===== src/rtl/cpu_pkg.sv =====
// Shared definitions for the 16-bit CPU: opcodes, instruction field positions
// and the fetch sequencer state encoding.
package cpu_pkg;

   localparam logic [3:0] OP_MOVI = 4'b0000;
   localparam logic [3:0] OP_MOV  = 4'b0001;
   localparam logic [3:0] OP_ADD  = 4'b0011;
   localparam logic [3:0] OP_JUMP = 4'b0111;
   localparam logic [3:0] OP_XOR  = 4'b1100;
   localparam logic [3:0] OP_XORI = 4'b1101;

   localparam int OP_HI  = 15;
   localparam int OP_LO  = 12;
   localparam int IMM_HI = 7;
   localparam int IMM_LO = 0;
   localparam int IMM_W  = IMM_HI - IMM_LO + 1;

   typedef enum logic [1:0] {
      ST_IDLE  = 2'd0,
      ST_REQ   = 2'd1,
      ST_WAIT  = 2'd2,
      ST_ISSUE = 2'd3
   } fetch_state_t;

   function automatic logic is_jump(input logic [15:0] word);
      return word[OP_HI:OP_LO] == OP_JUMP;
   endfunction

endpackage


===== src/rtl/pc_counter.sv =====
// Program counter with wrap at PC_LAST. A jump target beyond PC_LAST is
// clamped to address 0 so no out-of-range address is ever presented.
module pc_counter
   import cpu_pkg::*;
#(
   parameter int PC_LAST = 10
) (
   input  logic             clk,
   input  logic             rst,
   input  logic             load,
   input  logic [IMM_W-1:0] target,
   input  logic             inc,
   output logic [15:0]      pc
);

   localparam logic [15:0] PC_MAX = 16'(PC_LAST);

   logic [15:0] target_ext;
   assign target_ext = {{(16-IMM_W){1'b0}}, target};

   // PC register: jump load takes priority over sequential increment
   always_ff @(posedge clk or negedge rst) begin
      if (!rst) begin
         pc <= '0;
      end else if (load) begin
         pc <= (target_ext <= PC_MAX) ? target_ext : '0;
      end else if (inc) begin
         pc <= (pc == PC_MAX) ? '0 : pc + 16'd1;
      end
   end

endmodule


===== src/rtl/fetch_ctrl.sv =====
// Instruction-fetch sequencer: issues RAM reads at the PC, resolves jumps
// locally, hands other instructions to execute via valid/ready, and re-issues
// a fetch when the RAM fails to answer within WAIT_MAX cycles.
//
//   state    | meaning
//   ---------+------------------------------------------------------------
//   ST_IDLE  | parked, waiting for run
//   ST_REQ   | one-cycle fetch request at addr=PC, watchdog cleared
//   ST_WAIT  | waiting for en_ram_out; watchdog counting
//   ST_ISSUE | ir_valid high, holding ir until ex_ready
module fetch_ctrl
   import cpu_pkg::*;
#(
   parameter int PC_LAST  = 10,
   parameter int WAIT_MAX = 4
) (
   input  logic        clk,
   input  logic        rst,
   input  logic        run,
   output logic [15:0] addr,
   output logic        en_ram_in,
   input  logic [15:0] ins,
   input  logic        en_ram_out,
   output logic [15:0] ir,
   output logic        ir_valid,
   input  logic        ex_ready,
   output logic        fetch_fault
);

   localparam logic [3:0] WD_LAST = 4'(WAIT_MAX - 1);

   fetch_state_t state, state_nxt;
   logic [3:0]   wd_cnt;
   logic         pc_load, pc_inc, ir_load, wd_clr, wd_inc, fault_set;

   pc_counter #(.PC_LAST(PC_LAST)) u_pc (
      .clk    (clk),
      .rst    (rst),
      .load   (pc_load),
      .target (ins[IMM_HI:IMM_LO]),
      .inc    (pc_inc),
      .pc     (addr)
   );

   // State register
   always_ff @(posedge clk or negedge rst) begin
      if (!rst) state <= ST_IDLE;
      else      state <= state_nxt;
   end

   // Next-state and datapath controls
   always_comb begin
      state_nxt = state;
      pc_load   = 1'b0;
      pc_inc    = 1'b0;
      ir_load   = 1'b0;
      wd_clr    = 1'b0;
      wd_inc    = 1'b0;
      fault_set = 1'b0;
      unique case (state)
         ST_IDLE: begin
            if (run) state_nxt = ST_REQ;
         end
         ST_REQ: begin
            wd_clr    = 1'b1;
            state_nxt = ST_WAIT;
         end
         ST_WAIT: begin
            if (en_ram_out) begin
               if (is_jump(ins)) begin
                  pc_load   = 1'b1;
                  state_nxt = run ? ST_REQ : ST_IDLE;
               end else begin
                  ir_load   = 1'b1;
                  state_nxt = ST_ISSUE;
               end
            end else if (wd_cnt == WD_LAST) begin
               fault_set = 1'b1;
               state_nxt = ST_REQ;
            end else begin
               wd_inc = 1'b1;
            end
         end
         ST_ISSUE: begin
            if (ex_ready) begin
               pc_inc    = 1'b1;
               state_nxt = run ? ST_REQ : ST_IDLE;
            end
         end
         default: state_nxt = ST_IDLE;
      endcase
   end

   // Registered outputs and watchdog; strobes follow the upcoming state so
   // they line up with the state they belong to without combinational paths
   always_ff @(posedge clk or negedge rst) begin
      if (!rst) begin
         en_ram_in   <= 1'b0;
         ir_valid    <= 1'b0;
         ir          <= 16'h0000;
         fetch_fault <= 1'b0;
         wd_cnt      <= '0;
      end else begin
         en_ram_in <= (state_nxt == ST_REQ);
         ir_valid  <= (state_nxt == ST_ISSUE);
         if (ir_load)   ir          <= ins;
         if (fault_set) fetch_fault <= 1'b1;
         if (wd_clr)      wd_cnt <= '0;
         else if (wd_inc) wd_cnt <= wd_cnt + 4'd1;
      end
   end

endmodule


===== config.mk =====
export PLATFORM = sky130hd
export DESIGN_NAME = fetch_ctrl
export DESIGN_NICKNAME = d
export VERILOG_FILES = /design/src/rtl/cpu_pkg.sv /design/src/rtl/pc_counter.sv /design/src/rtl/fetch_ctrl.sv
export SDC_FILE = /design/constraint.sdc
export NUM_CORES = 1
export LEC_CHECK = 0
export ABC_AREA = 1
export BUFFER_PORTS_ARGS = -buffer_cell sky130_fd_sc_hd__buf_2
export CORE_MARGIN = 2
export CORE_UTILIZATION = 55
export CTS_BUF_LIST = sky130_fd_sc_hd__clkbuf_2 sky130_fd_sc_hd__clkbuf_4 sky130_fd_sc_hd__clkbuf_8
export CTS_CLUSTER_SIZE = 30
export DETAILED_ROUTE_END_ITERATION = 8
export MAX_ROUTING_LAYER = met4
export PLACE_DENSITY = 0.82
export SYNTH_ARGS = -nofsm -noshare
export SYNTH_HDL_FRONTEND = slang
export SYNTH_SLANG_ARGS = --single-unit

===== constraint.sdc =====
create_clock -name clk -period 4.6 [get_ports clk]
set_clock_uncertainty 0.2 [all_clocks]
set_input_delay 0.46 -clock clk [delete_from_list [all_inputs] [get_ports clk]]
set_output_delay 0.46 -clock clk [all_outputs]
set_load 0.03 [all_outputs]

==> results of run 1 <==
==> per-stage QoR <==
stage,std cells,worst slack [ns],utilization [%]
6_report,405,2.70,67.1
5_1_grt,405,2.51,67.1
4_1_cts,405,2.71,67.1
3_5_place_dp,397,2.53,64.8
3_3_place_gp,397,2.60,64.8
2_1_floorplan,298,2.88,-
==> worst paths after layout <==
| check | startpoint | endpoint | cells past startpoint |
|---|---|---|---|
| worst max-delay path | state[0]$_DFF_PN0_ | u_pc.pc[3]$_DFFE_PN0P_ | 8 |
| worst min-delay path | rst | en_ram_in$_DFF_PN0_ | 1 |
| worst max register to register | state[0]$_DFF_PN0_ | u_pc.pc[3]$_DFFE_PN0P_ | 8 |
| worst min register to register | ir[15]$_DFFE_PN0P_ | ir[15]$_DFFE_PN0P_ | 2 |
| max in group asynchronous | rst | ir[9]$_DFFE_PN0P_ | 1 |
| min in group clk | ins[9] | ir[9]$_DFFE_PN0P_ | 2 |
==> metal layers <==
metal	share of wire [%]	routed length, um
met5	0	0
met4	1.1	59
met3	5.6	296
met2	49	2580
met1	44	2310
==> power breakdown <==
| part | internal [mW] | switching, mW |
|---|---|---|
| clock network | 0.113 | 0.125 |
| logic | 0.249 | 0.478 |
| registers | 0.486 | 0.109 |
==> sequential cells by signal, summed over array words and instances, names as in the netlist <==
register,cells
ir_valid,1
u_pc.pc,16
fetch_fault,1
en_ram_in,1
state,2
wd_cnt,4
ir,16
==> placed cells by master, fill, tap and decap left out, types with 2 or more instances in the layout <==
cell type | Yosys | layout
ha_1 | 3 | 3
nand2_1 | 95 | 95
clkinvlp_4 | 0 | 2
a21oi_1 | 4 | 4
inv_1 | 35 | 35
o22ai_1 | 2 | 2
clkbuf_8 | 0 | 5
nand3_1 | 26 | 26
dfrtp_1 | 41 | 41
mux2_4 | 8 | 8
xor2_1 | 3 | 3
nor2_1 | 35 | 35
nand2_2 | 4 | 4
mux2_2 | 3 | 3
o21bai_1 | 3 | 3
buf_2 | 1 | 55
nor2_2 | 2 | 2
o21ai_0 | 13 | 13
nand4_1 | 10 | 10
==> layout make-up <==
class / count / area (sq um) / area share (%)
timing repair buffer: 55 / 275 / 10.3
tap: 50 / 62.6 / 2.33
clock buffer: 6 / 76.3 / 2.85
clock inverter: 2 / 15.0 / 0.560
sequential: 41 / 1030 / 38.2
inverter: 35 / 131 / 4.90
multi-input combinational: 216 / 1100 / 40.9
==> logic make-up after synthesis <==
kind of cell / synth area share, %
flops: 44.6
mux: 6.69
simple gates: 32.0
fa+ha+maj: 1.63
buf+inv: 7.73
xor+xnor: 1.52
compound gates: 5.77
==> metrics, run 1 <==
run status=completed; final net count=378; Die Span Y=68.7 um; ratio of cells with drive above 1 in the final layout=22.8%; Yosys top cell by area=dfrtp_1; Critical Path Sink Type=flop; Syn. warnings=0; Max IR drop VDD=348 uV; HPWL Detailed=3920 um; maxcap violations=0; largest net degree at the start of global routing=42; routed len/inst=13.0 um; filler instances=352; number of flops mapped to enable cells by yosys=0; fmax=525 MHz; leak pwr=1.44 nW; Synth top cells by count=95 x nand2_1, 41 x dfrtp_1, 35 x inv_1, 35 x nor2_1, 26 x nand3_1; row count=23; endpoints failing hold=0; critical setup path kind=flop to flop; clk slew on worst S/H paths=0.08 ns; Final Cycle Share=41.4%; PortBufs=55; Slowest-stage cell, CP=dfrtp_1; DRT Wirelength=5250 um; worst path required time=4.58 ns; Max H-tree Level=2; Final Max Slew Viols=0; Tmin final=1.90 ns; Seq/Total Area, Yosys=44.6%; top-count cell post-synth=nand2_1; Core Region=4000 sq um; unrepaired setup endpoints after global routing=false; via count=2123; worst hold slack=0.0737 ns; normalized max-slew margin=39.5%; Mapped Cells=298; CTS resizes=0; largest cells by area after synthesis=dfrtp_1 45%, nand2_1 16%, inv_1 5.7%; Cell variety after synth=25; vias in the first global route=1940; DR vias/cell=5.24; CP dominant cell by count=nand2_2; Reg2Reg Setup Slack=2.70 ns; area grow syn2layout=16.6%; Worst-Margin Slew=0.907 ns; number of routed nets with antenna violations=0; first-pass GRT wire length=8740 um; clk root buf=clkbuf_8; GPL Wtd Cong=0.998; Post-Syn Area=2300 sq um; CTS tree=built; GRT busiest layer=met2; Overall Power=1.56 mW; M3 GR Usage=5.84%; n_diodes=0; P per Cell Area=581 nW/um^2; latest clock arrival within the worst-skew pair=0.29 ns; average size of a mapped cell=7.72 sq um; critical path fanouts, max=14; Top FF cell, synth=dfrtp_1; Post-CTS Hold Buffers=0; Crit path largest cell delay=0.41 ns; GR Util met2=41.5%; # Post-CTS Setup Buffers=0; area of placed instances=2590 sq um; syn_nets=322; DR iter-0 viols=198; Inserted Clock Buffers=5; Synth top area share=44.6%; number of synthesized register bits=41; CP Launch Type=flop; drt first pass iters=4; CTS sink cnt=41; full die area=4710 sq um; final instance area=2680 sq um; crit-path cells=inv_1 -> nand2_2 -> nor2_4 -> nand2_2 -> nand2_2 -> inv_1 -> nand2_1 -> nand2_1; Critical Path AT=1.89 ns; final setup violation count=0; antenna violations before repair=0; DRC viols=0; Initial Utilization=57.5%; number of I/O pins=56; DIE WIDTH=68.7 um; Total GRT Usage=25.9%; Tightest Hold Check Type=input pin to asynchronous set/reset pin; met1 GRT Util=32.1%; CTS max path bufs=2; post-synthesis async set-or-reset flop share=100%; setup TNS=0 ns; Overflow after GRT=0; Buf/Inv on CP=2; cell family with most CP delay=simple AND/OR/NAND/NOR gates
No activity file was read; power rests on OpenSTA's default activity.
==> run 2: changes to the inputs <==
==> constraint.sdc (replaced) <==
create_clock -name clk -period 1.93 [get_ports clk]
set_clock_uncertainty 0.2 [all_clocks]
set_input_delay 0.193 -clock clk [delete_from_list [all_inputs] [get_ports clk]]
set_output_delay 0.193 -clock clk [all_outputs]
set_load 0.03 [all_outputs]
==> run 2 against run 1 <==
  * Register-to-register slack worse by 2.6 ns
  * First-iteration DRC count down 20%
  * Clock power grew to 2.6 times the previous value
  * Worst hold slack got worse by 0.072 ns
  * Sequential share of layout area decreased by 2.6 points
  * Total power increased by 150%
  * Combinational power increased by 140%
  * Core utilization is 5.0 points higher
  * Critical endpoint is now ir[6]$_DFFE_PN0P_
  * Largest cell class unchanged
==> metrics, run 2 (same netlist as run 1, synthesis figures left out) <==
CTS sink cnt=41 (unchanged); n_diodes=0 (unchanged); Total GRT Usage=26.8% (+0.93 points); FF-to-FF Start=wd_cnt[0]$_DFFE_PN0P_; CTS max path bufs=2 (unchanged); number of routed nets with antenna violations=0 (unchanged); Slowest-stage cell, CP=dlygate4sd3_1; Max H-tree Level=2 (unchanged); worst hold slack=0.00188 ns (-0.0718 ns); Hold Path Depth=3; critical path fanouts, max=23 (+9); FF-to-FF path depth=7 (-1); area grow syn2layout=25.4%; met1 GRT Util=34.6% (+2.6 points); full die area=4710 sq um (unchanged); critical setup path kind=input pin to flop; crit-path cells=dlygate4sd3_1 -> buf_2 -> inv_1 -> nor2_4 -> nand2_2 -> mux2_2; Tmin final=1.82 ns; clk root buf=clkbuf_8; final instance area=2880 sq um (+7.5%); Finished Core Util=72.1% (+5.0 points); Tightest Hold Check Type=input pin to flop; endpoints failing hold=0 (unchanged); DRT Wirelength=5500 um (+4.8%); Top Registers=ir (16), u_pc.pc (16), wd_cnt (4); Worst-Margin Slew=0.524 ns (-0.383 ns); antenna violations before repair=0 (unchanged); DRC viols=0 (unchanged); number of I/O pins=56 (unchanged); DR vias/cell=5.16 (-1.6%); HPWL Detailed=3890 um (-0.87%); run status=completed; Hold Crit Endpoint=ir[4]$_DFFE_PN0P_; Initial Utilization=57.5% (unchanged); Overall Power=3.82 mW (+150%); Core Region=4000 sq um (unchanged); PortBufs=55 (unchanged); worst path required time=1.93 ns (-2.65 ns); Reg2Reg Setup Slack=0.14 ns (-2.56 ns); largest net degree at the start of global routing=42 (unchanged); row count=23 (unchanged); Die Span Y=68.7 um (unchanged); GRT busiest layer=met2; Max IR drop VDD=699 uV (+100%); P per Cell Area=1330 nW/um^2 (+130%); clock share of power=16.0% (+0.8 points); final net count=398 (+5.3%); Pint=2.05 mW (+140%); Combinational Power Share=46.7% (about the same); vias in the first global route=2017 (+4.0%); CP Launch Type=input pin; sequential share of power=37.4% (-0.8 points); latest clock arrival within the worst-skew pair=0.31 ns (+0.02 ns); Critical Path AT=1.83 ns (-0.06 ns); Final Max Slew Viols=0 (unchanged); Inserted Clock Buffers=5 (unchanged); ratio of cells with drive above 1 in the final layout=23.5% (+0.65 points); maxcap violations=0 (unchanged); hold_sp=ins[4]; Final Cycle Share=94.4%; CTS tree=built; Overflow after GRT=0 (unchanged); area of placed instances=2620 sq um (+1.2%); GPL Wtd Cong=0.971 (-2.7%); normalized max-slew margin=64.9% (+25 points); Crit path largest cell delay=0.52 ns (+0.11 ns); most frequent cells in the layout=95 x nand2_1, 55 x buf_2, 39 x dfrtp_1, 35 x inv_1, 35 x nor2_1; via count=2193 (+3.3%); routed len/inst=12.9 um (-0.11%); DR iter-0 viols=159 (-20%); leak pwr=1.53 nW (+6.1%); commonest non-fill, non-tap cell in the layout=nand2_1; DIE WIDTH=68.7 um (unchanged); first-pass GRT wire length=9120 um (+4.3%); fmax=549 MHz; M3 GR Usage=4.38% (-1.5 points); sw frac=46.2% (+0.63 points); GR Util met2=43.1% (+1.7 points); Reg-to-Reg End=en_ram_in$_DFF_PN0_; Critical Path Sink Type=flop; clk slew on worst S/H paths=0.09 ns (about the same); final setup violation count=0 (unchanged); Net Switching=1.77 mW (+150%); drt first pass iters=4 (unchanged)
run 2: metal layers:
| metal | vias up | part of all wire [%] | wire (um) |
|---|---|---|---|
| li1 | 1104 | - | - |
| met1 | 1028 | 46 | 2530 |
| met2 | 54 | 48 | 2650 |
| met3 | 7 | 4.5 | 247 |
| met4 | 0 | 1.3 | 70 |
| met5 | - | 0 | 0 |
run 2: worst max-delay path by stage:
stage                              endpoint              startpoint  slack, ns
finish                    ir[6]$_DFFE_PN0P_              en_ram_out       0.11
global route        u_pc.pc[14]$_DFFE_PN0P_  u_pc.pc[0]$_DFFE_PN0P_      -0.01
CTS                       ir[1]$_DFFE_PN0P_              en_ram_out       0.11
detailed placement  u_pc.pc[14]$_DFFE_PN0P_  u_pc.pc[0]$_DFFE_PN0P_       0.17
global placement    u_pc.pc[14]$_DFFE_PN0P_  u_pc.pc[0]$_DFFE_PN0P_       0.21
floorplan           u_pc.pc[10]$_DFFE_PN0P_  u_pc.pc[1]$_DFFE_PN0P_       0.21
run 2: layout make-up:
type                    count  area [sq um]
clock buffers               5          68.8
clock inverters             3          25.0
fillers                   315          1120
inverters                  35           131
multi-input cells         216          1100
flip-flops and latches     41          1030
well taps                  50          62.6
repair buffers             75           465
run 2: power by group through the flow:
stage	logic, mW	clock network [mW]	registers [mW]
floorplan	0.802	0	1.90
global placement	1.72	0	1.42
detailed placement	1.76	0	1.43
CTS	1.79	0.618	1.42
global route	1.96	0.647	1.48
finish	1.78	0.610	1.43
run 2: metrics by stage:
stage	setup WS (ns)	TNS (ns)	std cells
global route	-0.0145	-0.0145	425
floorplan	0.207	0	298
detailed placement	0.172	0	401
finish	0.107	0	425
global placement	0.213	0	401
CTS	0.109	0	425
run 2: timing repair:
action,in CTS,in global routing
hold buffers,16,0
hold endpoints to repair,56,0
setup buffers,0,0
resized for setup,0,3
endpoints found under the setup margin,0,2
run 2: critical path: cells and delay by family:
| kind | cells | cell delay (ns) |
|---|---|---|
| muxes | 1 | 0.39 |
| and+or+nand+nor | 2 | 0.46 |
| buffers and inverters | 3 | 0.78 |
